## src/rtl/button_bank.sv

```systemverilog
// button_bank -- bank of N_CH independent debounced push-button channels.
//
// Each channel does the following, in order:
//   - synchronises the raw button level through two flops;
//   - debounces it: a level change is accepted after DEBOUNCE_CYCLES
//     consecutive cycles that disagree with the current debounced level;
//   - issues a one-cycle press strobe on each accepted 0->1 change;
//   - drives an OFF/ON LED state machine;
//   - keeps a saturating press counter.
//
// Configuration macro BUTTON_BANK_TOGGLE_EN:
//   - defined:   mode[i]=1 makes channel i toggle its LED on every press.
//   - undefined: every channel latches ON, and no toggle logic is built.
//
// Ports:
//   clk          - rising-edge clock
//   reset        - asynchronous reset, active low
//   button_in    - [N_CH] raw button levels, 1 = pressed
//   clear        - [N_CH] synchronous per-channel clear of LED and counter
//   mode         - [N_CH] 0 = latch, 1 = toggle (toggle build only)
//   led_status   - [N_CH] LED state per channel
//   press_pulse  - [N_CH] one-cycle strobe per accepted press
//   press_count  - [N_CH*CNT_W] saturating press counters,
//                  channel i at [i*CNT_W +: CNT_W]
//   any_led      - registered OR of led_status

module button_bank_lane #(
    parameter int DEBOUNCE_CYCLES = 4,
    parameter int CNT_W           = 8
) (
    input  logic             clk,
    input  logic             reset,
    input  logic             button_in,
    input  logic             clear,
`ifdef BUTTON_BANK_TOGGLE_EN
    input  logic             mode,
`endif
    output logic             led,
    output logic             pulse,
    output logic [CNT_W-1:0] count
);
    localparam int DW = $clog2(DEBOUNCE_CYCLES + 1);
    localparam logic [DW-1:0]    DB_LAST = DW'(DEBOUNCE_CYCLES - 1);
    localparam logic [CNT_W-1:0] CNT_MAX = '1;

    typedef enum logic {OFF = 1'b0, ON = 1'b1} led_state_t;

    logic [1:0]    sync_pipe;
    logic          stable;
    logic          stable_d;
    logic [DW-1:0] db_cnt;
    logic          press;
    led_state_t    state, state_nx;

    // sync_pipe[1] is the synchronised level; nothing else samples button_in.
    always_ff @(posedge clk or negedge reset) begin
        if (!reset) begin
            sync_pipe <= '0;
            stable    <= 1'b0;
            stable_d  <= 1'b0;
            db_cnt    <= '0;
        end else begin
            sync_pipe <= {sync_pipe[0], button_in};
            stable_d  <= stable;
            if (sync_pipe[1] == stable) begin
                db_cnt <= '0;
            end else if (db_cnt == DB_LAST) begin
                // This is the DEBOUNCE_CYCLES-th disagreeing cycle: accept it.
                stable <= sync_pipe[1];
                db_cnt <= '0;
            end else begin
                db_cnt <= db_cnt + DW'(1);
            end
        end
    end

    // A press is the cycle after stable rises; releases are ignored.
    assign press = stable & ~stable_d;

    always_ff @(posedge clk or negedge reset) begin
        if (!reset) begin
            state <= OFF;
            pulse <= 1'b0;
            count <= '0;
        end else begin
            state <= state_nx;
            pulse <= press;
            if (clear)
                count <= '0;
            else if (press && count != CNT_MAX)
                count <= count + CNT_W'(1);
        end
    end

    always_comb begin
        state_nx = state;
        if (press) begin
`ifdef BUTTON_BANK_TOGGLE_EN
            state_nx = (mode && state == ON) ? OFF : ON;
`else
            state_nx = ON;
`endif
        end
        // Clear takes priority over a coincident press. The strobe above
        // still fires for that press.
        if (clear)
            state_nx = OFF;
    end

    assign led = (state == ON);

endmodule

module button_bank #(
    parameter int N_CH            = 4,
    parameter int DEBOUNCE_CYCLES = 4,
    parameter int CNT_W           = 8
) (
    input  logic                  clk,
    input  logic                  reset,
    input  logic [N_CH-1:0]       button_in,
    input  logic [N_CH-1:0]       clear,
    input  logic [N_CH-1:0]       mode,
    output logic [N_CH-1:0]       led_status,
    output logic [N_CH-1:0]       press_pulse,
    output logic [N_CH*CNT_W-1:0] press_count,
    output logic                  any_led
);
`ifndef BUTTON_BANK_TOGGLE_EN
    // In the latch-only build, mode has no effect.
    logic unused_mode;
    assign unused_mode = ^mode;
`endif

    for (genvar i = 0; i < N_CH; i++) begin : g_lane
        button_bank_lane #(
            .DEBOUNCE_CYCLES (DEBOUNCE_CYCLES),
            .CNT_W           (CNT_W)
        ) u_lane (
            .clk       (clk),
            .reset     (reset),
            .button_in (button_in[i]),
            .clear     (clear[i]),
`ifdef BUTTON_BANK_TOGGLE_EN
            .mode      (mode[i]),
`endif
            .led       (led_status[i]),
            .pulse     (press_pulse[i]),
            .count     (press_count[i*CNT_W +: CNT_W])
        );
    end

    always_ff @(posedge clk or negedge reset) begin
        if (!reset)
            any_led <= 1'b0;
        else
            any_led <= |led_status;
    end

endmodule

```

## config.mk

```make
export PLATFORM = sky130hd
export DESIGN_NAME = button_bank
export DESIGN_NICKNAME = d
export VERILOG_FILES = /design/src/rtl/button_bank.sv
export SDC_FILE = /design/constraint.sdc
export NUM_CORES = 1
export LEC_CHECK = 0
export CORE_MARGIN = 2
export CORE_UTILIZATION = 56
export DETAILED_ROUTE_END_ITERATION = 10
export HOLD_SLACK_MARGIN = 0.15
export PLACE_DENSITY = 0.85
export SYNTH_ARGS = -nofsm -noshare
export SYNTH_HDL_FRONTEND = slang
export SYNTH_SLANG_ARGS = --single-unit
export TNS_END_PERCENT = 50
```

## constraint.sdc

```tcl
create_clock -name clk -period 3.9 [get_ports clk]
set_input_delay 0.78 -clock clk [delete_from_list [all_inputs] [get_ports clk]]
set_output_delay 0.78 -clock clk [all_outputs]
set_load 0.01 [all_outputs]
```

==> After elaboration in Yosys (flattened, before gate mapping) <==
Index checks and enable logic that the tools add are counted.
W data, S select, Z words.
{ "op_classes": {"add_sub_neg": 8, "eq_ne": 12, "mux": 24, "reduce_logical": 17, "bitwise_logic": 12} }
{ "ops": {"columns": ["op", "count"], "rows": [
  ["$mux W8", 8],
  ["$add A8 B1 Y8 const B", 4],
  ["$ne A8 B8 Y1 const B", 4],
  ["$mux W3", 8],
  ["$reduce_bool A2 Y1", 8],
  ["$add A3 B1 Y3 const B", 4],
  ["$eq A3 B2 Y1 const B", 4],
  ["$mux W1", 8],
  ["$not A1 Y1", 8],
  ["$reduce_and A2 Y1", 4],
  ["$and A1 B1 Y1", 4],
  ["$eq A1 B1 Y1", 4],
  ["$logic_and A1 B1 Y1", 4],
  ["$reduce_or A4 Y1", 1]
]} }
{ "totals": {"elab_cells": 102, "input_bits": 14, "register_bits": 69, "output_inout_bits": 41} }

==> Logic depth before layout (Yosys ltp) <==
Gate-level depths: netlist of run 1.
{ "logic_depth": {"depth_word": 5, "mapped_depth": 6, "depth_no_buf": 5} }

==> Hierarchy <==
Synthesis of run 1 repeated with hierarchy kept, for this count alone.
{ "hier_totals": {"hier_cells": 246, "area_unflattened_um2": 2955.3} }
{ "modules_own_cells": {"columns": ["mod", "cells_per_inst", "instances", "area_each_um2", "seq_area_each_um2"], "rows": [
  ["button_bank_lane", 61, 4, 730.7, 425.4],
  ["button_bank", 2, 1, 32.5, 25.0]
]} }

==> Worst setup path before layout of run 1 <==
Ideal clock, no wire load.
{ "synth_path": {"path_kind": "input port to flip-flop", "startpoint": "input port clear[0]", "endpoint": "register g_lane[0].u_lane.count[3]", "setup_ns": 0.125, "setup_slack_ns": 2.415, "arrival_ns": 1.360, "n_path_buf": 1, "t_required_ns": 3.775, "path_stages": 3, "cell_sequence": "buf_1 > nor2b_1 > mux2_4"} }
{ "synth_between": {"elab_chain_len": 1, "elab_cells_between_ends": 2, "cone_classes": "1 x mux; 1 x reduce/logical"} }
{ "synth_rtl": {"columns": ["item", "line_no", "source"], "rows": [
  ["from (decl)", "122", "input logic [N_CH-1:0] clear,"],
  ["$mux W8 / $reduce_bool A2 Y1 (equally long branches)", null, null],
  ["to (signal assigned)", "91", "count <= count + CNT_W'(1);"],
  ["to (decl)", "40", "output logic [CNT_W-1:0] count"]
]} }
Several ways; a longest one is shown, not always the timed one.
A chain may end at the register's enable or synchronous reset.

==> Worst setup path after layout of run 1 <==
{ "layout_path": {"startpoint": "register g_lane[2].u_lane.count[3]", "endpoint": "output port press_count[19]"} }
{ "layout_lines": {"columns": ["item", "line_no", "source"], "rows": [
  ["from (decl)", "40", null],
  ["from (signal assigned)", "91", null],
  ["to (decl)", "126", "output logic [N_CH*CNT_W-1:0] press_count,"]
]} }
No word-level cell between the ends.

==> run metrics, run 1 <==
depth of the CTS H-tree 3; Fillers 376; Clock Power Share 0.336; drt wl/cell 14.0 microns; Setup-failing EPs final 0; Die ar. slightly below 0.006 sq mm; Critical Path Source g_lane[2].u_lane.count[3]; worst vdd ir 0.000393 V; CORE AREA between 0.005 and 0.006 sq mm; R2R Path End g_lane[3].u_lane.count[1]; Switching Fraction 0.264; initial antenna violation count 0; cell row count 26; CP endpoint kind output port; worst path buffer plus inverter count 1; ANT cells 0; Post-CTS Resized 0; Hold Fails Final Rpt 0; setup TNS 0 ns; via count about 2100; Pleak 1.66 nW; Worst Tran Pin Value just over 0.7 ns; CP cell instances clkdlybuf4s50_1; fin. max-slew vios 0; CTS Buf Count 9; hold endpoint g_lane[2].u_lane.sync_pipe[1]; clk_skew around 0.007 ns; # IOs 55; vias in the first global route 2083; Reg2Reg Depth 5; RSZ-0062 raised after global routing no; fraction of layout cells with a size suffix above 1 0.0885; Rel. slew slack 0.528; Min-Delay Path Depth 0; crit path launch type register; Cells after Synth between 200 and 300; clk buf depth 2; Final Util 0.731; flop and latch count out of synthesis 69; outcome completed; FF-to-FF Start g_lane[3].u_lane.count[0]; Port Buffers 50; Post-CTS Setup Bufs 0; FMAX between 400 and 500 MHz; Post-DRT Antenna Nets 0; Syn Area/Cell between 10 and 15 sq um; DRC errors left 0; total gr overflow 0; crit path kind register to output port; drt pass-1 iters 4; worst reg-to-reg setup slack 2.32 ns; First DRT Iteration DRCs 62; HPWL Detailed 3.65 mm; clock-pin slew on the worst setup and hold paths 0.07 ns; Post-synth top cells 69 x dfrtp_1, 27 x nor2_1, 10 x nor2b_1; CP Data Required Time approximately 3.1 ns; Via-to-Cell Ratio 5.55; clk root buf clkbuf_8; area delta synth->final 25.2%; worst setup margin 1.70 ns; Yosys top cell area share 0.579; CP top delay family buffers and inverters; most common cell in the netlist dfrtp_1; Netlist Area Pre-Place 0.00298 sq mm; area of the multi-input gates 0.00114 sq mm; Reg area ~0.0017 sq mm; worst-path maximum fanout 9; PwrDens 590 mW/mm^2; Hold WC Path Type register to register; GRT Total Usage 0.197; first-pass GRT wire length 9.26 mm; die height ~77 microns; Final Net Count 322; clock period minus worst slack ~2.2 ns; worst hold margin 0.351 ns; GP Congestion 0.882; ys async rst share 1.00; period utilization 0.565; slowest cell on the critical path clkdlybuf4s50_1; Pint roughly 0.0016 W; largest net degree at the start of global routing 38; Initial Util 0.584; Synth area leaders dfrtp_1 58%, nor2_1 3.4%, ha_1 3.4%, mux2i_1 2.4%, buf_4 2.3%; Reg power frac 0.443; combinational share of power 0.221; clk_lat worst skew 0.33 ns; post-synthesis sequential area ratio 0.579; Post-Place Setup Slack 1.96 ns; maxcap violations 0; critical path arrival approximately 1.4 ns; slowest stage delay, CP 0.61 ns; Hold Crit Start g_lane[2].u_lane.sync_pipe[0]; P_sw 0.000582 W; clock sink total 69; Most used DFF post-synth dfrtp_1; Die W between 70 and 80 microns; Syn. warnings 0; Post-synth EDFFs 0; Synth cell types 37; Post-Syn Nets around 270; cts hold-fix bufs 0; Power Total about 0.0022 W; Synth area leader dfrtp_1; Total Routed Length between 5 and 6 mm; TritonCTS clock tree yes
cells by family (layout without fill, tap and decap cells):
logic type | count (synthesis) | count (layout) | synth area share
and+or+nand+nor | 96 | 96 | 0.189
adders and majority gates | 8 | 8 | 0.0336
buffers and inverters | 18 | 71 | 0.0390
DFF | 69 | 69 | 0.579
muxes | 12 | 12 | 0.0437
xor gates and xnor gates | 10 | 10 | 0.0294
AOI/OAI and AO/OA | 39 | 39 | 0.0861
power groups by stage:
stage	Combinational, W	Sequential, W	Clock (W)
5_1_grt	0.000547	0.000999	0.000789
3_5_place_dp	0.000493	0.000988	0
3_3_place_gp	0.000478	0.000983	0
4_1_cts	0.000496	0.000977	0.000760
2_1_floorplan	0.000329	0.000978	0
6_report	0.000488	0.000975	0.000740
per-layer routing:
metal	vias to the layer above	share of wire	global-route usage	wire, microns
li1	1011	-	-	-
met1	1023	0.45	0.245	2370
met2	47	0.50	0.321	2620
met3	2	0.044	0.0682	232
met4	0	0.0040	0.0673	21
met5	-	0	0	0
metrics by stage:
step	std cells	instance area, sq um
6_report	375	3730
2_1_floorplan	252	2980
4_1_cts	375	3730
3_3_place_gp	359	3470
3_5_place_dp	359	3470
5_1_grt	375	3730
placed cells by master (no fill, tap or decap), types with 5 or more instances in the layout:
cell / n
clkdlybuf4s50_1: 49
a31oi_1: 7
ha_1: 8
clkbuf_8: 9
nand3_1: 6
xor2_1: 6
nand4_1: 9
dfrtp_1: 69
o21ai_0: 5
nor2_1: 27
nor2b_1: 10
and3_1: 5
a21oi_1: 9
a211oi_1: 7
nor3b_1: 7
mux2i_1: 7
and4_1: 5
nor3_1: 8
a311oi_1: 6
how the worst max path moves through the flow:
stage          slack [ns]                   endpoint  cells past startpoint
2_1_floorplan        2.41  g_lane[0].u_lane.count[3]                      3
3_3_place_gp         1.96  g_lane[0].u_lane.count[3]                      3
3_5_place_dp         1.96  g_lane[0].u_lane.count[3]                      3
4_1_cts              1.67            press_count[19]                      1
5_1_grt              1.62            press_count[19]                      1
6_report             1.70            press_count[19]                      1
sequential cells by signal, indices dropped and copies added, names as in the netlist:
register	count
g_lane.u_lane.led	4
g_lane.u_lane.sync_pipe	8
g_lane.u_lane.stable_d	4
g_lane.u_lane.db_cnt	12
g_lane.u_lane.count	32
g_lane.u_lane.pulse	4
g_lane.u_lane.stable	4
any_led	1
area by class of cell:
cell class	count	share of cell area
Clock buffer	9	0.0332
Clock inverter	7	0.0369
Inverter	4	0.00402
Multi-Input combinational cell	165	0.305
Sequential cell	69	0.463
Tap cell	70	0.0235
Timing Repair Buffer	51	0.135
(Power assumes the default switching activity.)
==> inputs of run 2 (changes only) <==
--- a/config.mk
+++ b/config.mk
@@ -6,10 +6,10 @@
 export NUM_CORES = 1
 export LEC_CHECK = 0
 export CORE_MARGIN = 2
-export CORE_UTILIZATION = 56
+export CORE_UTILIZATION = 52
 export DETAILED_ROUTE_END_ITERATION = 10
 export HOLD_SLACK_MARGIN = 0.15
-export PLACE_DENSITY = 0.85
+export PLACE_DENSITY = 0.79
 export SYNTH_ARGS = -nofsm -noshare
 export SYNTH_HDL_FRONTEND = slang
 export SYNTH_SLANG_ARGS = --single-unit
==> constraint.sdc (replaced) <==
create_clock -name clk -period 2.2 [get_ports clk]
set_input_delay 0.44 -clock clk [delete_from_list [all_inputs] [get_ports clk]]
set_output_delay 0.44 -clock clk [all_outputs]
set_load 0.01 [all_outputs]
==> run 2 against run 1 <==
Setup slack worse by 1.3 ns; sequential cell count did not move; global-route usage decreased by 0.14 points; first-iteration DRC count rose by 92%; highest routed layer unchanged.
==> run metrics, run 2 (synthesis gave the netlist of run 1 again) <==
Port Buffers 50 (unchanged); CP Data Required Time 1.76 ns (was 3.12 ns); clk_skew 0.00691 ns (was 0.00700 ns); Final Net Count 323 (was 322); Total Routed Length 5.38 mm (was 5.25 mm); worst vdd ir 0.000637 V (was 0.000393 V); # IOs 55 (unchanged); Post-Place Setup Slack 0.608 ns (was 1.96 ns); Switching Fraction 0.282 (was 0.264); worst setup margin 0.370 ns (was 1.70 ns); period utilization 0.832; cell row count 27 (was 26); Worst Tran Pin Value 0.391 ns (was 0.708 ns); Die ar. 0.00635 sq mm (was 0.00592 sq mm); setup TNS 0 ns (unchanged); Via-to-Cell Ratio 5.60 (was 5.55); CTS Buf Count 9 (unchanged); die height 79.7 microns (was 77.0 microns); area delta synth->final 24.8% (was 25.2%); commonest non-fill, non-tap cell in the layout dfrtp_1 (unchanged); max reg flops 32 (unchanged); fraction of layout cells with a size suffix above 1 0.0850 (was 0.0885); Reg power frac 0.458 (was 0.443); HPWL Detailed 3.59 mm (was 3.65 mm); clock sink total 69 (unchanged); crit path launch type register (unchanged); clk buf depth 2 (unchanged); CORE AREA 0.00551 sq mm (was 0.00511 sq mm); GP Congestion 0.837 (was 0.882); via count 2115 (was 2083); Setup-failing EPs final 0 (unchanged); DRC errors left 0 (unchanged); worst-path maximum fanout 9 (unchanged); critical path arrival 1.39 ns (was 1.42 ns); clk_lat worst skew 0.34 ns (was 0.33 ns); Regs by FF count g_lane.u_lane.count x32, g_lane.u_lane.db_cnt x12, g_lane.u_lane.sync_pipe x8 (unchanged); Rel. slew slack 0.737 (was 0.528); clock-pin slew on the worst setup and hold paths 0.07 ns (about the same); drt pass-1 iters 4 (unchanged); clk root buf clkbuf_8 (unchanged); FMAX about 550 MHz; outcome completed (unchanged); Pleak 1.65 nW (was 1.66 nW); largest net degree at the start of global routing 70 (was 38); total gr overflow 0 (unchanged); Post-CTS Setup Bufs 0 (unchanged); Pint 0.00271 W (was 0.00162 W); maxcap violations 0 (unchanged); PwrDens 1020 mW/mm^2 (was 590 mW/mm^2); fin. max-slew vios 0 (unchanged); vias in the first global route 2070 (was 2083); P_sw 0.00106 W (was 0.000582 W); combinational share of power 0.234 (was 0.221); clock period minus worst slack about 1.8 ns; CP endpoint kind output port (unchanged); TritonCTS clock tree yes (unchanged); CP top delay family buffers and inverters (unchanged); First DRT Iteration DRCs 119 (was 62); slowest cell on the critical path clkdlybuf4s50_1 (unchanged); Initial Util 0.541 (was 0.584); Hold WC Path Type register to register (unchanged); drt wl/cell 14.2 microns (was 14.0 microns); crit path kind register to output port (unchanged); RSZ-0062 raised after global routing no (unchanged); initial antenna violation count 0 (unchanged); commonest cells after routing, fill and taps aside 69 x dfrtp_1, 49 x clkdlybuf4s50_1, 27 x nor2_1, 11 x clkbuf_8, 10 x nor2b_1 (was 69 x dfrtp_1, 49 x clkdlybuf4s50_1, 27 x nor2_1, 10 x nor2b_1); GRT Total Usage 0.196 (was 0.197); Post-DRT Antenna Nets 0 (unchanged); depth of the CTS H-tree 3 (unchanged); Largest Register g_lane.u_lane.count (unchanged); ANT cells 0 (unchanged); Post-CTS Resized 0 (unchanged); slowest stage delay, CP 0.58 ns (was 0.61 ns); CP cell instances clkdlybuf4s50_1 (unchanged); Hold Fails Final Rpt 0 (unchanged); worst path buffer plus inverter count 1 (unchanged); first-pass GRT wire length 9.49 mm (was 9.26 mm); Clock Power Share 0.308 (was 0.336); Die W 79.7 microns (was 77.0 microns)
==> run 2: cell count changes in the layout (fill, tap and decap cells not counted), sizes merged <==
cell / delta
clkinvlp: -1
bufinv: -2
clkbuf: +3
dlygate4sd3: +1
==> run 2: per-layer routing <==
| metal | GRT usage | vias to the layer above | part of all wire |
|---|---|---|---|
| li1 | - | 1007 | - |
| met1 | 0.253 | 1046 | 0.45 |
| met2 | 0.316 | 50 | 0.49 |
| met3 | 0.0317 | 12 | 0.038 |
| met4 | 0.107 | 0 | 0.023 |
| met5 | 0 | - | 0 |
==> run 2: repair_timing <==
item | CTS | global route
hold buffers | 1 | 0
endpoints found under the setup margin | 0 | 0
endpoints found under the hold margin | 69 | 0
==> run 2: cell type report <==
class                      count  area (sq um)
fill                         409          1790
inverter                       4          15.0
timing repair buffer          52           526
sequential                    69          1730
clock buffer                  12           155
clock inverter                 4          70.1
tap                           72          90.1
multi-input combinational    165          1140
==> run 2: final timing paths <==
path                                          startpoint                             to  slack, ns  cells past startpoint
max                            g_lane[2].u_lane.count[3]                press_count[19]       0.37                      1
min                        g_lane[2].u_lane.sync_pipe[0]  g_lane[2].u_lane.sync_pipe[1]       0.35                      0
max reg2reg                    g_lane[3].u_lane.count[0]      g_lane[3].u_lane.count[1]       0.59                      5
min reg2reg                g_lane[2].u_lane.sync_pipe[0]  g_lane[2].u_lane.sync_pipe[1]       0.35                      0
max in group asynchronous                          reset                        any_led       1.26                      3
min in group asynchronous                          reset      g_lane[1].u_lane.count[3]       0.64                      3
==> run 2: worst reg2reg max path: stages, from the launching register on <==
cell	delay (ns)
dfrtp_1	0.41
ha_1	0.31
nand3_1	0.13
o21ai_0	0.36
mux2i_1	0.23
nor2_1	0.05
==> run 2: per-stage QoR <==
step / total power (W) / utilization / cells / instance area, sq um / hold WS [ns]
global route: 0.00398 / 0.676 / 378 / 3720 / 0.354
CTS: 0.00381 / 0.676 / 378 / 3720 / 0.351
detailed placement: 0.00264 / 0.633 / 361 / 3480 / 0.336
floorplan: 0.00232 / - / 252 / 2980 / 0.144
finish: 0.00378 / 0.676 / 378 / 3720 / 0.350
global placement: 0.00260 / 0.633 / 361 / 3480 / 0.333
==> run 2: power by group through the flow <==
stage,combinational (W),sequential [W],clock (W)
after global placement,0.000855,0.00174,0
final,0.000884,0.00173,0.00116
after global routing,0.000984,0.00177,0.00123
after detailed placement,0.000889,0.00175,0
after CTS,0.000897,0.00173,0.00118
after floorplan,0.000584,0.00173,0
